File: config.mk
export PLATFORM = sky130hd
export DESIGN_NAME = mem_arbiter_flat
export DESIGN_NICKNAME = d
export VERILOG_FILES = /design/src/rtl/mem_arbiter_pkg.sv /design/src/rtl/mem_arbiter_if.sv /design/src/rtl/mem_extend.sv /design/src/rtl/mem_arbiter.sv /design/src/flat_wrapper.sv
export SDC_FILE = /design/constraint.sdc
export NUM_CORES = 1
export LEC_CHECK = 0
export ABC_AREA = 1
export BUFFER_PORTS_ARGS = -buffer_cell sky130_fd_sc_hd__clkbuf_2
export CORE_UTILIZATION = 43
export DETAILED_ROUTE_END_ITERATION = 6
export PLACE_DENSITY = 0.71
export SLEW_MARGIN = 25
export SYNTH_ARGS = -nofsm -noshare
export SYNTH_HDL_FRONTEND = slang
export SYNTH_SLANG_ARGS = --single-unit
File: constraint.sdc
create_clock -name clk_in -period 3.43 [get_ports clk_in]
set_input_delay 0.5145 -clock clk_in [delete_from_list [all_inputs] [get_ports clk_in]]
set_output_delay 0.5145 -clock clk_in [all_outputs]
set_load 0.03 [all_outputs]
File: src/rtl/mem_arbiter_pkg.sv
// mem_arbiter_pkg: shared constants and types for the memory arbiter.
//   - funct3 load/store width encodings (B/H/W/BU/HU)
//   - IO address prefix (addr[17:16]) used for UART back-pressure
//   - FSM state encoding and a helper giving transfer length from a width
package mem_arbiter_pkg;

  localparam logic [2:0] WidthLb  = 3'b000;
  localparam logic [2:0] WidthLh  = 3'b001;
  localparam logic [2:0] WidthLw  = 3'b010;
  localparam logic [2:0] WidthLbu = 3'b100;
  localparam logic [2:0] WidthLhu = 3'b101;

  localparam logic [1:0] IoPrefix = 2'b11;

  typedef enum logic [1:0] {
    StIdle,
    StRead,
    StWrite,
    StDone
  } state_e;

  // Number of bytes moved for an lsb access of the given funct3 width.
  function automatic logic [2:0] ls_len(input logic [2:0] width);
    case (width)
      WidthLb, WidthLbu: return 3'd1;
      WidthLh, WidthLhu: return 3'd2;
      default:           return 3'd4;
    endcase
  endfunction

endpackage

File: src/rtl/mem_arbiter_if.sv
// mem_arbiter_if: bundles the byte-wide RAM/IO bus and both requester ports.
//   master modport: the arbiter (drives memory pins and done/data returns)
//   slave  modport: the environment (RAM/IO, icache and lsb)
//   mem_*      : byte address/data/write strobe, mem_din one cycle after address
//   ic_*       : icache fetch request (level) and done/data return
//   ls_*       : lsb load/store request (level) and done/data return
interface mem_arbiter_if #(
  parameter int unsigned ADDR_WIDTH = 32
) ();

  logic [7:0]            mem_din;
  logic [7:0]            mem_dout;
  logic [ADDR_WIDTH-1:0] mem_a;
  logic                  mem_wr;
  logic                  io_buffer_full;

  logic                  ic_req;
  logic [ADDR_WIDTH-1:0] ic_addr;
  logic                  ic_done;
  logic [31:0]           ic_data;

  logic                  ls_req;
  logic                  ls_store;
  logic [2:0]            ls_width;
  logic [ADDR_WIDTH-1:0] ls_addr;
  logic [31:0]           ls_wdata;
  logic                  ls_done;
  logic [31:0]           ls_rdata;

  modport master (
    input  mem_din, io_buffer_full,
    input  ic_req, ic_addr,
    input  ls_req, ls_store, ls_width, ls_addr, ls_wdata,
    output mem_dout, mem_a, mem_wr,
    output ic_done, ic_data,
    output ls_done, ls_rdata
  );

  modport slave (
    output mem_din, io_buffer_full,
    output ic_req, ic_addr,
    output ls_req, ls_store, ls_width, ls_addr, ls_wdata,
    input  mem_dout, mem_a, mem_wr,
    input  ic_done, ic_data,
    input  ls_done, ls_rdata
  );

endinterface

File: src/rtl/mem_extend.sv
// mem_extend: combinational load-result formatting.
//   i_lanes : assembled little-endian byte lanes
//   i_width : funct3 width (B/H sign-extend, BU/HU zero-extend, W passthrough)
//   o_data  : extended 32-bit load result
module mem_extend
  import mem_arbiter_pkg::*;
(
  input  logic [31:0] i_lanes,
  input  logic [2:0]  i_width,
  output logic [31:0] o_data
);

  always_comb begin
    o_data = i_lanes;
    case (i_width)
      WidthLb:  o_data = {{24{i_lanes[7]}}, i_lanes[7:0]};
      WidthLh:  o_data = {{16{i_lanes[15]}}, i_lanes[15:0]};
      WidthLbu: o_data = {24'd0, i_lanes[7:0]};
      WidthLhu: o_data = {16'd0, i_lanes[15:0]};
      default:  o_data = i_lanes;
    endcase
  end

endmodule

File: src/rtl/mem_arbiter.sv
// mem_arbiter: shares the byte-wide RAM/IO bus between icache and lsb.
//   clk_in, rst_in : clock, synchronous active-high reset
//   rdy_in         : global ready, low freezes every register
//   clear_all      : pipeline flush, aborts reads, never aborts stores
//   HALT           : sets a sticky halt; no further grants until reset
//   bus            : memory pins plus icache/lsb request and return ports
// Round-robin grant, one byte per cycle, load extension via mem_extend.
module mem_arbiter
  import mem_arbiter_pkg::*;
#(
  parameter int unsigned ADDR_WIDTH  = 32,
  parameter int unsigned FETCH_BYTES = 4
) (
  input  logic             clk_in,
  input  logic             rst_in,
  input  logic             rdy_in,
  input  logic             clear_all,
  input  logic             HALT,
  mem_arbiter_if.master    bus
);

  state_e                r_state, w_state_next;
  logic [2:0]            r_cnt, w_cnt_next;
  logic [2:0]            r_len, w_len_next;
  logic [ADDR_WIDTH-1:0] r_base, w_base_next;
  logic                  r_is_ic, w_is_ic_next;
  logic                  r_store, w_store_next;
  logic [2:0]            r_width, w_width_next;
  logic [3:0][7:0]       r_wdata, w_wdata_next;
  logic [3:0][7:0]       r_lanes, w_lanes_next;
  logic                  r_last_ic, w_last_ic_next;
  logic                  r_halted, w_halted_next;

  logic [ADDR_WIDTH-1:0] w_addr;
  logic [1:0]            w_lane;
  logic                  w_io_stall;
  logic                  w_blocked;
  logic                  w_gnt_ic;
  logic                  w_gnt_ls;
  logic                  w_flush;
  logic [31:0]           w_ls_rdata;

  assign w_addr     = r_base + ADDR_WIDTH'(r_cnt);
  // Byte returned this cycle belongs to the address driven one cycle earlier.
  assign w_lane     = r_cnt[1:0] - 2'd1;
  assign w_io_stall = (w_addr[17:16] == IoPrefix) && bus.io_buffer_full;
  assign w_blocked  = clear_all || r_halted || HALT;
  // On a tie, the requester that was not served last wins.
  assign w_gnt_ic   = !w_blocked && bus.ic_req && (!bus.ls_req || !r_last_ic);
  assign w_gnt_ls   = !w_blocked && bus.ls_req && (!bus.ic_req || r_last_ic);
  // Stores are committed at the rob head, so a flush never cancels them.
  assign w_flush    = clear_all && !r_store;

  always_comb begin
    w_state_next   = r_state;
    w_cnt_next     = r_cnt;
    w_len_next     = r_len;
    w_base_next    = r_base;
    w_is_ic_next   = r_is_ic;
    w_store_next   = r_store;
    w_width_next   = r_width;
    w_wdata_next   = r_wdata;
    w_lanes_next   = r_lanes;
    w_last_ic_next = r_last_ic;
    w_halted_next  = r_halted || HALT;
    bus.mem_a      = '0;
    bus.mem_wr     = 1'b0;
    bus.mem_dout   = 8'd0;
    bus.ic_done    = 1'b0;
    bus.ls_done    = 1'b0;

    case (r_state)
      StIdle: begin
        if (w_gnt_ic) begin
          w_base_next    = bus.ic_addr;
          w_len_next     = 3'(FETCH_BYTES);
          w_is_ic_next   = 1'b1;
          w_store_next   = 1'b0;
          w_width_next   = WidthLw;
          w_cnt_next     = 3'd0;
          w_lanes_next   = '0;
          w_last_ic_next = 1'b1;
          w_state_next   = StRead;
        end else if (w_gnt_ls) begin
          w_base_next    = bus.ls_addr;
          w_len_next     = ls_len(bus.ls_width);
          w_is_ic_next   = 1'b0;
          w_store_next   = bus.ls_store;
          w_width_next   = bus.ls_width;
          w_wdata_next   = bus.ls_wdata;
          w_cnt_next     = 3'd0;
          w_lanes_next   = '0;
          w_last_ic_next = 1'b0;
          w_state_next   = bus.ls_store ? StWrite : StRead;
        end
      end
      StRead: begin
        if (r_cnt < r_len) bus.mem_a = w_addr;
        if (r_cnt != 3'd0) w_lanes_next[w_lane] = bus.mem_din;
        if (clear_all) begin
          w_state_next = StIdle;
        end else if (r_cnt == r_len) begin
          w_state_next = StDone;
        end else begin
          w_cnt_next = r_cnt + 3'd1;
        end
      end
      StWrite: begin
        bus.mem_a    = w_addr;
        bus.mem_dout = r_wdata[r_cnt[1:0]];
        if (!w_io_stall) begin
          bus.mem_wr = 1'b1;
          if (r_cnt == r_len - 3'd1) begin
            w_state_next = StDone;
          end else begin
            w_cnt_next = r_cnt + 3'd1;
          end
        end
      end
      StDone: begin
        bus.ic_done  = r_is_ic && !w_flush;
        bus.ls_done  = !r_is_ic && !w_flush;
        w_state_next = StIdle;
      end
      default: w_state_next = StIdle;
    endcase
  end

  always_ff @(posedge clk_in) begin
    if (rst_in) begin
      r_state   <= StIdle;
      r_cnt     <= 3'd0;
      r_len     <= 3'd0;
      r_base    <= '0;
      r_is_ic   <= 1'b0;
      r_store   <= 1'b0;
      r_width   <= 3'd0;
      r_wdata   <= '0;
      r_lanes   <= '0;
      r_last_ic <= 1'b0;
      r_halted  <= 1'b0;
    end else if (rdy_in) begin
      r_state   <= w_state_next;
      r_cnt     <= w_cnt_next;
      r_len     <= w_len_next;
      r_base    <= w_base_next;
      r_is_ic   <= w_is_ic_next;
      r_store   <= w_store_next;
      r_width   <= w_width_next;
      r_wdata   <= w_wdata_next;
      r_lanes   <= w_lanes_next;
      r_last_ic <= w_last_ic_next;
      r_halted  <= w_halted_next;
    end
  end

  mem_extend u_extend (
    .i_lanes (r_lanes),
    .i_width (r_width),
    .o_data  (w_ls_rdata)
  );

  assign bus.ic_data  = r_lanes;
  assign bus.ls_rdata = w_ls_rdata;

endmodule

File: src/flat_wrapper.sv
// flat-port wrapper written by rule: the top's interface ports become plain ports
module mem_arbiter_flat import mem_arbiter_pkg::*;
#(
  parameter int unsigned ADDR_WIDTH  = 32,
  parameter int unsigned FETCH_BYTES = 4
)
  (clk_in, rst_in, rdy_in, clear_all, HALT, bus_mem_din, bus_io_buffer_full, bus_ic_req, bus_ic_addr, bus_ls_req, bus_ls_store, bus_ls_width, bus_ls_addr, bus_ls_wdata, bus_mem_dout, bus_mem_a, bus_mem_wr, bus_ic_done, bus_ic_data, bus_ls_done, bus_ls_rdata);
  mem_arbiter_if #(.ADDR_WIDTH(ADDR_WIDTH)) bus_i ();
  input  logic clk_in;
  input  logic rst_in;
  input  logic rdy_in;
  input  logic clear_all;
  input  logic HALT;
  input wire logic [$bits(bus_i.mem_din)-1:0] bus_mem_din;
  input wire logic [$bits(bus_i.io_buffer_full)-1:0] bus_io_buffer_full;
  input wire logic [$bits(bus_i.ic_req)-1:0] bus_ic_req;
  input wire logic [$bits(bus_i.ic_addr)-1:0] bus_ic_addr;
  input wire logic [$bits(bus_i.ls_req)-1:0] bus_ls_req;
  input wire logic [$bits(bus_i.ls_store)-1:0] bus_ls_store;
  input wire logic [$bits(bus_i.ls_width)-1:0] bus_ls_width;
  input wire logic [$bits(bus_i.ls_addr)-1:0] bus_ls_addr;
  input wire logic [$bits(bus_i.ls_wdata)-1:0] bus_ls_wdata;
  output wire logic [$bits(bus_i.mem_dout)-1:0] bus_mem_dout;
  output wire logic [$bits(bus_i.mem_a)-1:0] bus_mem_a;
  output wire logic [$bits(bus_i.mem_wr)-1:0] bus_mem_wr;
  output wire logic [$bits(bus_i.ic_done)-1:0] bus_ic_done;
  output wire logic [$bits(bus_i.ic_data)-1:0] bus_ic_data;
  output wire logic [$bits(bus_i.ls_done)-1:0] bus_ls_done;
  output wire logic [$bits(bus_i.ls_rdata)-1:0] bus_ls_rdata;
  assign bus_i.mem_din = bus_mem_din;
  assign bus_i.io_buffer_full = bus_io_buffer_full;
  assign bus_i.ic_req = bus_ic_req;
  assign bus_i.ic_addr = bus_ic_addr;
  assign bus_i.ls_req = bus_ls_req;
  assign bus_i.ls_store = bus_ls_store;
  assign bus_i.ls_width = bus_ls_width;
  assign bus_i.ls_addr = bus_ls_addr;
  assign bus_i.ls_wdata = bus_ls_wdata;
  assign bus_mem_dout = bus_i.mem_dout;
  assign bus_mem_a = bus_i.mem_a;
  assign bus_mem_wr = bus_i.mem_wr;
  assign bus_ic_done = bus_i.ic_done;
  assign bus_ic_data = bus_i.ic_data;
  assign bus_ls_done = bus_i.ls_done;
  assign bus_ls_rdata = bus_i.ls_rdata;
  mem_arbiter #(.ADDR_WIDTH(ADDR_WIDTH), .FETCH_BYTES(FETCH_BYTES)) u_core (.clk_in(clk_in), .rst_in(rst_in), .rdy_in(rdy_in), .clear_all(clear_all), .HALT(HALT), .bus(bus_i));
endmodule
==> key figures, run 1 <==
Critical path
  – R2r worst-path depth: 9
  – CP Class: flop to primary output
  – Critical path, cell by cell: ha_1, inv_1, fa_2, inv_2, nand3_1, nand2_2, inv_1, nor2_2, nand2_1, nor2_4, nand3b_2, nor2_2, nand3_1, a21oi_1, clkbuf_4
  – Worst path slowest cell: fa_2
  – Buf+Inv Stages, Crit Path: 4
  – Worst setup SP type: flop
  – CP Capture Type: primary output
  – Critical Path Max Stage Delay: 0.35 ns
  – Data required time of the worst path: 2.92 ns
  – Top delay family on crit path: simple AND/OR/NAND/NOR gates
  – WP depth: 15
  – Critical Path Fanout Max: 6
  – WP data arrival: 2.77 ns

Yosys
  – Mapped Nets: 1073
  – Synth Flop Type: dfxtp_1
  – Top cell type's share of synthesized area: 35.53%
  – Synth unique cells: 43
  – Area leader, netlist: dfxtp_1
  – Mapped Cells: 940
  – Yosys reg bits: 110
  – Top-count cell post-synth: nand2_1
  – Register area share after synthesis: 35.53%
  – Post-synth top cells: 255 x nand2_1, 152 x nor2_1, 110 x dfxtp_1
  – Post-synthesis cell area: 6197 um2
  – Most area-consuming cells after synthesis: dfxtp_1 36%, nand2_1 15%, nor2_1 9.2%
  – Mean Syn Cell Area: 6.593 um2
  – EDFF count, synth: 0
  – Async S/R FF share, synth: 0%
  – Ys Warns: 0

Placed design
  – RD Place Congestion: 0.8272
  – Port Buffers: 222
  – Dpl hpwl: 13.59 mm

Run
  – Max_cap viols: 0

Clocking
  – CTS max path bufs: 2
  – Post-CTS Hold Buffers: 0
  – CTS Root Cell: clkbuf_16
  – Reg clk slew, reported paths: 0.07 ns
  – CTS Sinks: 110
  – Htree depth: 3
  – TritonCTS clock tree: yes
  – CTS Buf Count: 9
  – Clock Latency Late Sink: 0.36 ns

Global routing
  – Total GRT Usage: 24.80%
  – GR Overflow Total: 0
  – Initial antenna violation count: 0
  – M3 GR Usage: 4.916%
  – Largest net degree at the start of global routing: 72
  – Met2 usage: approximately 40%
  – Top Usage Layer GRT: met2
  – Global-route wire length before repair: 29.08 mm
  – Met1 GRT Util: roughly 33%
  – Vias in the first global route: 5878

Die
  – Chip width: about 120 um
  – Initial Utilization: 44.30%
  – DIE AREA: roughly 15000 um2
  – Io pins: roughly 220
  – Standard-cell rows: 43
  – Vert. Die Dim: 122.1 um
  – CORE AREA: 13990 um2

Drt
  – Drt total wl: around 18 mm
  – Final ANT Viol Nets: 0
  – Average vias per placed instance: roughly 5.1
  – DRC viols: 0
  – Iteration-0 DRC Markers: just under 500
  – Routed vias: ~6.8k
  – Routed wire per std cell: 13.97 um
  – TritonRoute pass-1 iters: 5

Pwr
  – Total power: around 3.1 mW
  – PD cells: just under 400 nW/um2
  – LEAKAGE: approximately 3.5 nW
  – Max IR drop VDD: slightly below 300 uV

Min path
  – Hold path cells: 3
  – Worst min-delay path class: input pin to flop

STA
  – Clock Skews: 0.007309 ns
  – Measured slew at the worst slew-check pin: between 0.5 and 0.6 ns
  – Setup_tns: 0 ns
  – Crit path time final: 3.283 ns
  – Fmax achieved: about 0.3 GHz
  – Worst hold slack: between 0.3 and 0.4 ns
  – Final period util: between 90% and 100%
  – Fin. max-slew vios: 0
  – RSZ-0062 raised after global routing: true
  – Final setup viols: 0
  – Relative slew slack: 65.07%
  – Final hold violations: 0

Layout
  – Nets@finish: 1271
  – Area Growth Syn to Fin: 25.38%
  – # diodes: 0
  – Share of layout cells above drive strength 1: between 20% and 30%

Outcome
  – Status: completed
stage by stage:
| step | setup slack, ns | util, % | instances | area (um2) |
|---|---|---|---|---|
| floorplan | -0.01284 | - | 940 | 6202 |
| finish | 0.1468 | 55.55 | 1323 | 7770 |
| global placement | 0.5247 | 53.01 | 1305 | 7415 |
| detailed placement | 0.4656 | 53.01 | 1305 | 7415 |
| global route | -0.03038 | 55.55 | 1323 | 7770 |
| CTS | 0.06045 | 55.27 | 1321 | 7731 |
registers in the layout (all words and copies together), names as in the netlist:
name and cells:
u_core.bus.ic_data 32, u_core.r_base 32, u_core.r_cnt 3, u_core.r_halted 1
u_core.r_last_ic 1, u_core.r_len 3, u_core.r_state 2, u_core.r_store 1
u_core.r_wdata 32, u_core.r_width 3
logic make-up (layout without fill, tap and decap cells):
logic type | Yosys count | in the layout | synth area share, %
AND/OR/NAND/NOR | 481 | 481 | 33.82
AO/OA/AOI/OAI | 218 | 218 | 18.94
flip-flops | 110 | 110 | 35.53
buffers and inverters | 109 | 312 | 7.450
adder cells (fa/ha/maj) | 17 | 17 | 3.553
XOR/XNOR | 5 | 5 | 0.7068
routing by layer:
layer  vias to the layer above  routed length [um]
met1                      3028                8653
met5                         -                   0
met4                         0                 284
met2                       253                8263
li1                       3469                   -
met3                        19                1287
placed cells by master, fill, tap and decap left out, drive strengths merged, types with 3 or more instances in the layout:
cell type and count:
a21oi 69, a31oi 38, buf 18, clkbuf 231
clkinv 3, clkinvlp 3, dfxtp 110, ha 16
inv 55, nand2 261, nand3 27, nand4 7
nor2 166, nor3 14, o21a 5, o21ai 102
xor2 3
worst reg2reg max path, stage by stage (launching register included):
cell and delay, ns:
dfxtp_1 0.33, buf_4 0.25, inv_1 0.11, buf_4 0.21
ha_1 0.24, a21oi_2 0.31, o21bai_2 0.25, nand3_2 0.25
nand2_1 0.12, a21oi_1 0.07
power by group:
part | internal [mW] | total [mW] | switching [mW]
clock network | 0.642 | 1.12 | 0.481
logic | 0.207 | 0.596 | 0.388
registers | 1.32 | 1.37 | 0.0467
final cells by class:
cell class	count	area, um2
multi-input combinational	721	3553
tap	180	225.2
fill	1418	6218
clock buffer	11	232.7
timing repair buffer	238	1249
inverter	58	224.0
clock inverter	5	83.83
sequential	110	2202
worst paths after layout:
| check | start | endpoint | slack (ns) |
|---|---|---|---|
| max | u_core.r_base[0] | bus_mem_a[28] | 0.15 |
| min | bus_ic_addr[15] | u_core.r_base[15] | 0.39 |
| max reg2reg | u_core.r_cnt[0] | u_core.bus.ic_data[5] | 1.17 |
| min reg2reg | u_core.r_halted | u_core.r_halted | 0.48 |
what timing repair did:
| action | in CTS | in global routing |
|---|---|---|
| gates resized for setup | 0 | 13 |
| setup endpoints to repair | 0 | 12 |
| buffers inserted | 0 | 2 |
No activity file was read; power rests on OpenSTA's default activity.
==> inputs of run 2 (changes only) <==
--- a/config.mk
+++ b/config.mk
@@ -9,7 +9,7 @@
 export BUFFER_PORTS_ARGS = -buffer_cell sky130_fd_sc_hd__clkbuf_2
 export CORE_UTILIZATION = 43
 export DETAILED_ROUTE_END_ITERATION = 6
-export PLACE_DENSITY = 0.71
+export PLACE_DENSITY_LB_ADDON = 0.15
 export SLEW_MARGIN = 25
 export SYNTH_ARGS = -nofsm -noshare
 export SYNTH_HDL_FRONTEND = slang
==> key figures, run 2 (synthesized netlist as in run 1, its figures left out) <==
STA
  – Worst hold slack: 0.3992 ns
  – Fin. max-slew vios: 0
  – Relative slew slack: around two fifths
  – Measured slew at the worst slew-check pin: ~0.9 ns
  – Final period util: 93.85%
  – Clock Skews: 0.007339 ns
  – Final setup viols: 0
  – Final hold violations: 0
  – Fmax achieved: 0.3107 GHz
  – Crit path time final: roughly 3.2 ns

Clocking
  – Reg clk slew, reported paths: ~0.070 ns
  – CTS max path bufs: 2
  – CTS Root Cell: clkbuf_16
  – Clock Latency Late Sink: 0.36 ns
  – CTS Sinks: 110
  – TritonCTS clock tree: yes
  – Htree depth: 3
  – CTS Buf Count: 9

Drt
  – Routed wire per std cell: roughly 13 um
  – Iteration-0 DRC Markers: 398
  – Average vias per placed instance: 5.021
  – Drt total wl: ~17 mm
  – Routed vias: 6638
  – Final ANT Viol Nets: 0
  – DRC viols: 0
  – TritonRoute pass-1 iters: 5

Outcome
  – Status: completed

Placed design
  – Placed Area: 7407 um2
  – RD Place Congestion: 0.9331
  – Dpl hpwl: 12.78 mm
  – Port Buffers: 222

Global routing
  – Initial antenna violation count: 0
  – Largest net degree at the start of global routing: 72
  – Global-route wire length before repair: roughly 28 mm
  – GR Overflow Total: 0
  – Vias in the first global route: 5761
  – Total GRT Usage: 23.85%

Critical path
  – Data required time of the worst path: 2.92 ns
  – CP Capture Type: primary output
  – Worst setup SP type: flop
  – WP data arrival: 2.70 ns
  – CP Class: flop to primary output
  – Critical Path Fanout Max: 5

Min path
  – Worst min-delay path class: input pin to flop

Pwr
  – Total power: 3.113 mW
  – Max IR drop VDD: 259.1 uV
  – PD cells: 400.2 nW/um2
  – LEAKAGE: 3.560 nW

Die
  – Initial Utilization: 44.30%
  – Standard-cell rows: 43
  – Vert. Die Dim: 122.1 um
  – Io pins: 223
  – DIE AREA: 14900 um2
  – CORE AREA: ~14000 um2
  – Chip width: ~120 um

Layout
  – Filler instances: 1482
  – Area Growth Syn to Fin: 25.50%
  – Most common cell after layout, fill and taps aside: nand2_1
  – Most frequent cells in the layout: 253 x nand2_1, 221 x clkbuf_2, 151 x nor2_1
  – Nets@finish: 1270
  – Post-Layout Inst Area: between 7000 and 8000 um2
  – Share of layout cells above drive strength 1: 25.74%
  – # diodes: 0
  – Post-layout util: 55.60%

Run
  – Max_cap viols: 0
run 2: final timing paths:
check / slack, ns / start / end / depth (start not counted)
max reg2reg: 1.12 / u_core.r_halted / u_core.r_state[1] / 9
max: 0.21 / u_core.r_base[0] / bus_mem_a[30] / 13
min: 0.40 / bus_ls_addr[7] / u_core.r_base[7] / 3
min reg2reg: 0.47 / u_core.r_halted / u_core.r_halted / 2
run 2: what timing repair did:
item,4_1_cts,5_1_grt
setup buffers,0,2
gates resized for setup,0,9
endpoints found under the setup margin,0,4
hold buffers,0,0
run 2: area by class of cell:
class / instances / area (um2) / share of cell area (%)
multi-input cells: 721 / 3560 / 45.77
flip-flops and latches: 110 / 2202 / 28.31
repair buffers: 237 / 1239 / 15.93
clock buffers: 10 / 239.0 / 3.073
well taps: 180 / 225.2 / 2.896
inverters: 58 / 220.2 / 2.831
clock inverters: 6 / 92.59 / 1.190
run 2: per-stage QoR:
step                setup TNS (ns)  instances  worst slack [ns]
detailed placement               0       1304            0.4586
global route             -0.002872       1322         -0.002872
floorplan                 -0.01284        940          -0.01284
global placement                 0       1304            0.5075
CTS                              0       1320           0.07723
finish                           0       1322            0.2110
run 2: worst max-delay path: stages, from the launching register on:
cell and delay (ns):
dfxtp_1 0.33, ha_1 0.17, inv_1 0.05, fa_1 0.37
inv_1 0.09, nand3_1 0.09, nand2_2 0.12, nand2_2 0.11
nor2_4 0.14, inv_1 0.09, nor4_4 0.32, a21oi_1 0.12
nor2_1 0.14, clkbuf_2 0.22
run 2: routing by layer:
layer / vias up / GRT usage, % / share of wire [%]
met5: - / 0 / 0
met4: 0 / 6.098 / 1.1
met3: 15 / 4.541 / 4.9
met2: 182 / 37.54 / 44
met1: 2962 / 33.31 / 50
li1: 3479 / - / -
run 2: where the power goes:
part           total [mW]  internal (mW)  switching [mW]
Combinational       0.585          0.207           0.379
Sequential           1.37           1.32          0.0483
Clock                1.16          0.667           0.494
Total                3.11           2.19           0.921
==> inputs of run 3 (changes only) <==
--- a/config.mk
+++ b/config.mk
@@ -7,6 +7,8 @@
 export LEC_CHECK = 0
 export ABC_AREA = 1
 export BUFFER_PORTS_ARGS = -buffer_cell sky130_fd_sc_hd__clkbuf_2
+export CAP_MARGIN = 10
+export CORE_MARGIN = 3
 export CORE_UTILIZATION = 43
 export DETAILED_ROUTE_END_ITERATION = 6
 export PLACE_DENSITY_LB_ADDON = 0.15
==> key figures, run 3 (synthesized netlist as in run 1, its figures left out) <==
Critical path
  – Buf+Inv Stages, Crit Path: 4
  – Crit path to: bus_mem_a[28]
  – Worst path slowest cell: fa_1
  – CP Class: flop to primary output
  – Worst R2R Setup Slack: about 1.2 ns
  – Worst R2R End: u_core.bus.ic_data[24]
  – Top delay family on crit path: simple AND/OR/NAND/NOR gates
  – Critical Path Max Stage Delay: around 0.37 ns
  – CP most frequent cell: inv_1
  – CP Capture Type: primary output
  – Critical path, cell by cell: ha_1, inv_1, fa_1, inv_1, nand3_1, nand2_2, inv_1, nor2_4, nand2_1, nor2_4, nand3b_2, nor2_2, nand3_1, a21oi_2, buf_6
  – R2r worst-path depth: 9
  – Data required time of the worst path: 2.92 ns
  – Setup crit start: u_core.r_cnt[0]
  – WP data arrival: 2.76 ns
  – R2R Path Start: u_core.r_cnt[0]
  – WP depth: 15
  – Worst setup SP type: flop
  – Critical Path Fanout Max: 6

Layout
  – Most frequent cells in the layout: 253 x nand2_1, 218 x clkbuf_2, 151 x nor2_1
  – Post-layout util: a little under three fifths
  – Filler instances: 1497
  – Area Growth Syn to Fin: 25.58%
  – # diodes: 0
  – Area of the multi-input gates: 3560 um2
  – Share of layout cells above drive strength 1: roughly a quarter
  – Final cell count without fillers: 1321
  – Most common cell after layout, fill and taps aside: nand2_1
  – Nets@finish: 1270
  – FF/Latch Area: 2202 um2

Clocking
  – Post-CTS Hold Buffers: 0
  – Reg clk slew, reported paths: ~0.070 ns
  – Htree depth: 3
  – CTS Root Cell: clkbuf_16
  – TritonCTS clock tree: yes
  – CTS Sinks: 110
  – Clock Latency Late Sink: 0.35 ns
  – CTS Buf Count: 9
  – CTS max path bufs: 2

STA
  – Final setup viols: 0
  – Worst setup margin: 0.1568 ns
  – Relative slew slack: 63.77%
  – Final period util: 95.43%
  – Final hold violations: 0
  – Fmax achieved: 0.3055 GHz
  – Fin. max-slew vios: 0
  – Measured slew at the worst slew-check pin: 0.5422 ns
  – Clock Skews: a little under 0.009 ns
  – RSZ-0062 raised after global routing: true
  – Worst hold slack: 0.3973 ns
  – Crit path time final: 3.273 ns

Drt
  – Routed wire per std cell: 13.54 um
  – Final ANT Viol Nets: 0
  – Average vias per placed instance: roughly 5
  – DRC viols: 0
  – Routed vias: around 6.6k
  – Drt total wl: between 15 and 20 mm
  – Iteration-0 DRC Markers: 385
  – TritonRoute pass-1 iters: 5

Placed design
  – Port Buffers: 222
  – Worst slack at placement: 0.4439 ns
  – Dpl hpwl: ~13 mm
  – Placed insts: roughly 1.3k
  – RD Place Congestion: about 0.87

Global routing
  – Vias in the first global route: 6028
  – GR Overflow Total: 0
  – Total GRT Usage: 22.35%
  – Initial antenna violation count: 0
  – Global-route wire length before repair: 29.51 mm
  – Largest net degree at the start of global routing: 61

Die
  – Vert. Die Dim: 126.1 um
  – Chip width: 126.1 um
  – DIE AREA: 15890 um2
  – Io pins: 223
  – Standard-cell rows: 43
  – CORE AREA: 13990 um2
  – Initial Utilization: between 40% and 50%

Run
  – Max_cap viols: 0

Pwr
  – Max IR drop VDD: 302.5 uV
  – LEAKAGE: about 3.5 nW
  – PD cells: 394.5 nW/um2

Outcome
  – Status: completed

Min path
  – Worst min-delay path class: input pin to flop
[run 3: where the power goes]
| part | switching (mW) | internal [mW] | total, mW |
|---|---|---|---|
| clock | 0.477 | 0.639 | 1.12 |
| combinational | 0.381 | 0.209 | 0.590 |
| sequential | 0.0454 | 1.32 | 1.36 |
| total | 0.904 | 2.17 | 3.07 |
[run 3: how the worst min path moves through the flow]
stage / start / end / slack, ns / cells past startpoint
floorplan: u_core.r_halted / u_core.r_halted / 0.44 / 2
global placement: u_core.r_halted / u_core.r_halted / 0.45 / 2
detailed placement: u_core.r_halted / u_core.r_halted / 0.46 / 2
CTS: bus_ic_addr[17] / u_core.r_base[17] / 0.39 / 3
global route: bus_ic_addr[17] / u_core.r_base[17] / 0.40 / 3
finish: bus_ls_addr[21] / u_core.r_base[21] / 0.40 / 3
[run 3: worst reg2reg max path, stage by stage (launching register included)]
cell	delay [ns]
dfxtp_1	0.33
buf_4	0.25
inv_1	0.09
buf_4	0.21
ha_1	0.22
a21oi_2	0.29
o21bai_2	0.25
nand3_2	0.26
nand2_1	0.13
a21oi_1	0.06
[run 3: per-layer routing]
| layer | global-route usage, % | vias to the layer above | routed length (um) |
|---|---|---|---|
| li1 | - | 3474 | - |
| met1 | 31.84 | 2936 | 8704 |
| met2 | 35.15 | 210 | 7870 |
| met3 | 4.411 | 18 | 1111 |
| met4 | 4.984 | 0 | 205 |
| met5 | 0 | - | 0 |
[run 3: stage by stage]
step                      instance area [um2]  TNS [ns]  total power [mW]
after floorplan                          6202  -0.01284             1.784
after global placement                   7427         0             1.979
after detailed placement                 7427         0             1.986
after CTS                                7740         0             3.097
after global routing                     7782  -0.03685             3.225
final                                    7782         0             3.070
[run 3: final cells by class]
class | instances | share of cell area [%]
clock buffers | 10 | 2.942
flip-flops and latches | 110 | 28.30
well taps | 180 | 2.894
repair buffers | 237 | 16.22
clock inverters | 5 | 1.077
inverters | 58 | 2.830
multi-input cells | 721 | 45.74
[run 3: repair_timing]
action,4_1_cts,5_1_grt
resized for setup,0,18
buffers inserted,0,1
setup endpoints to repair,0,4
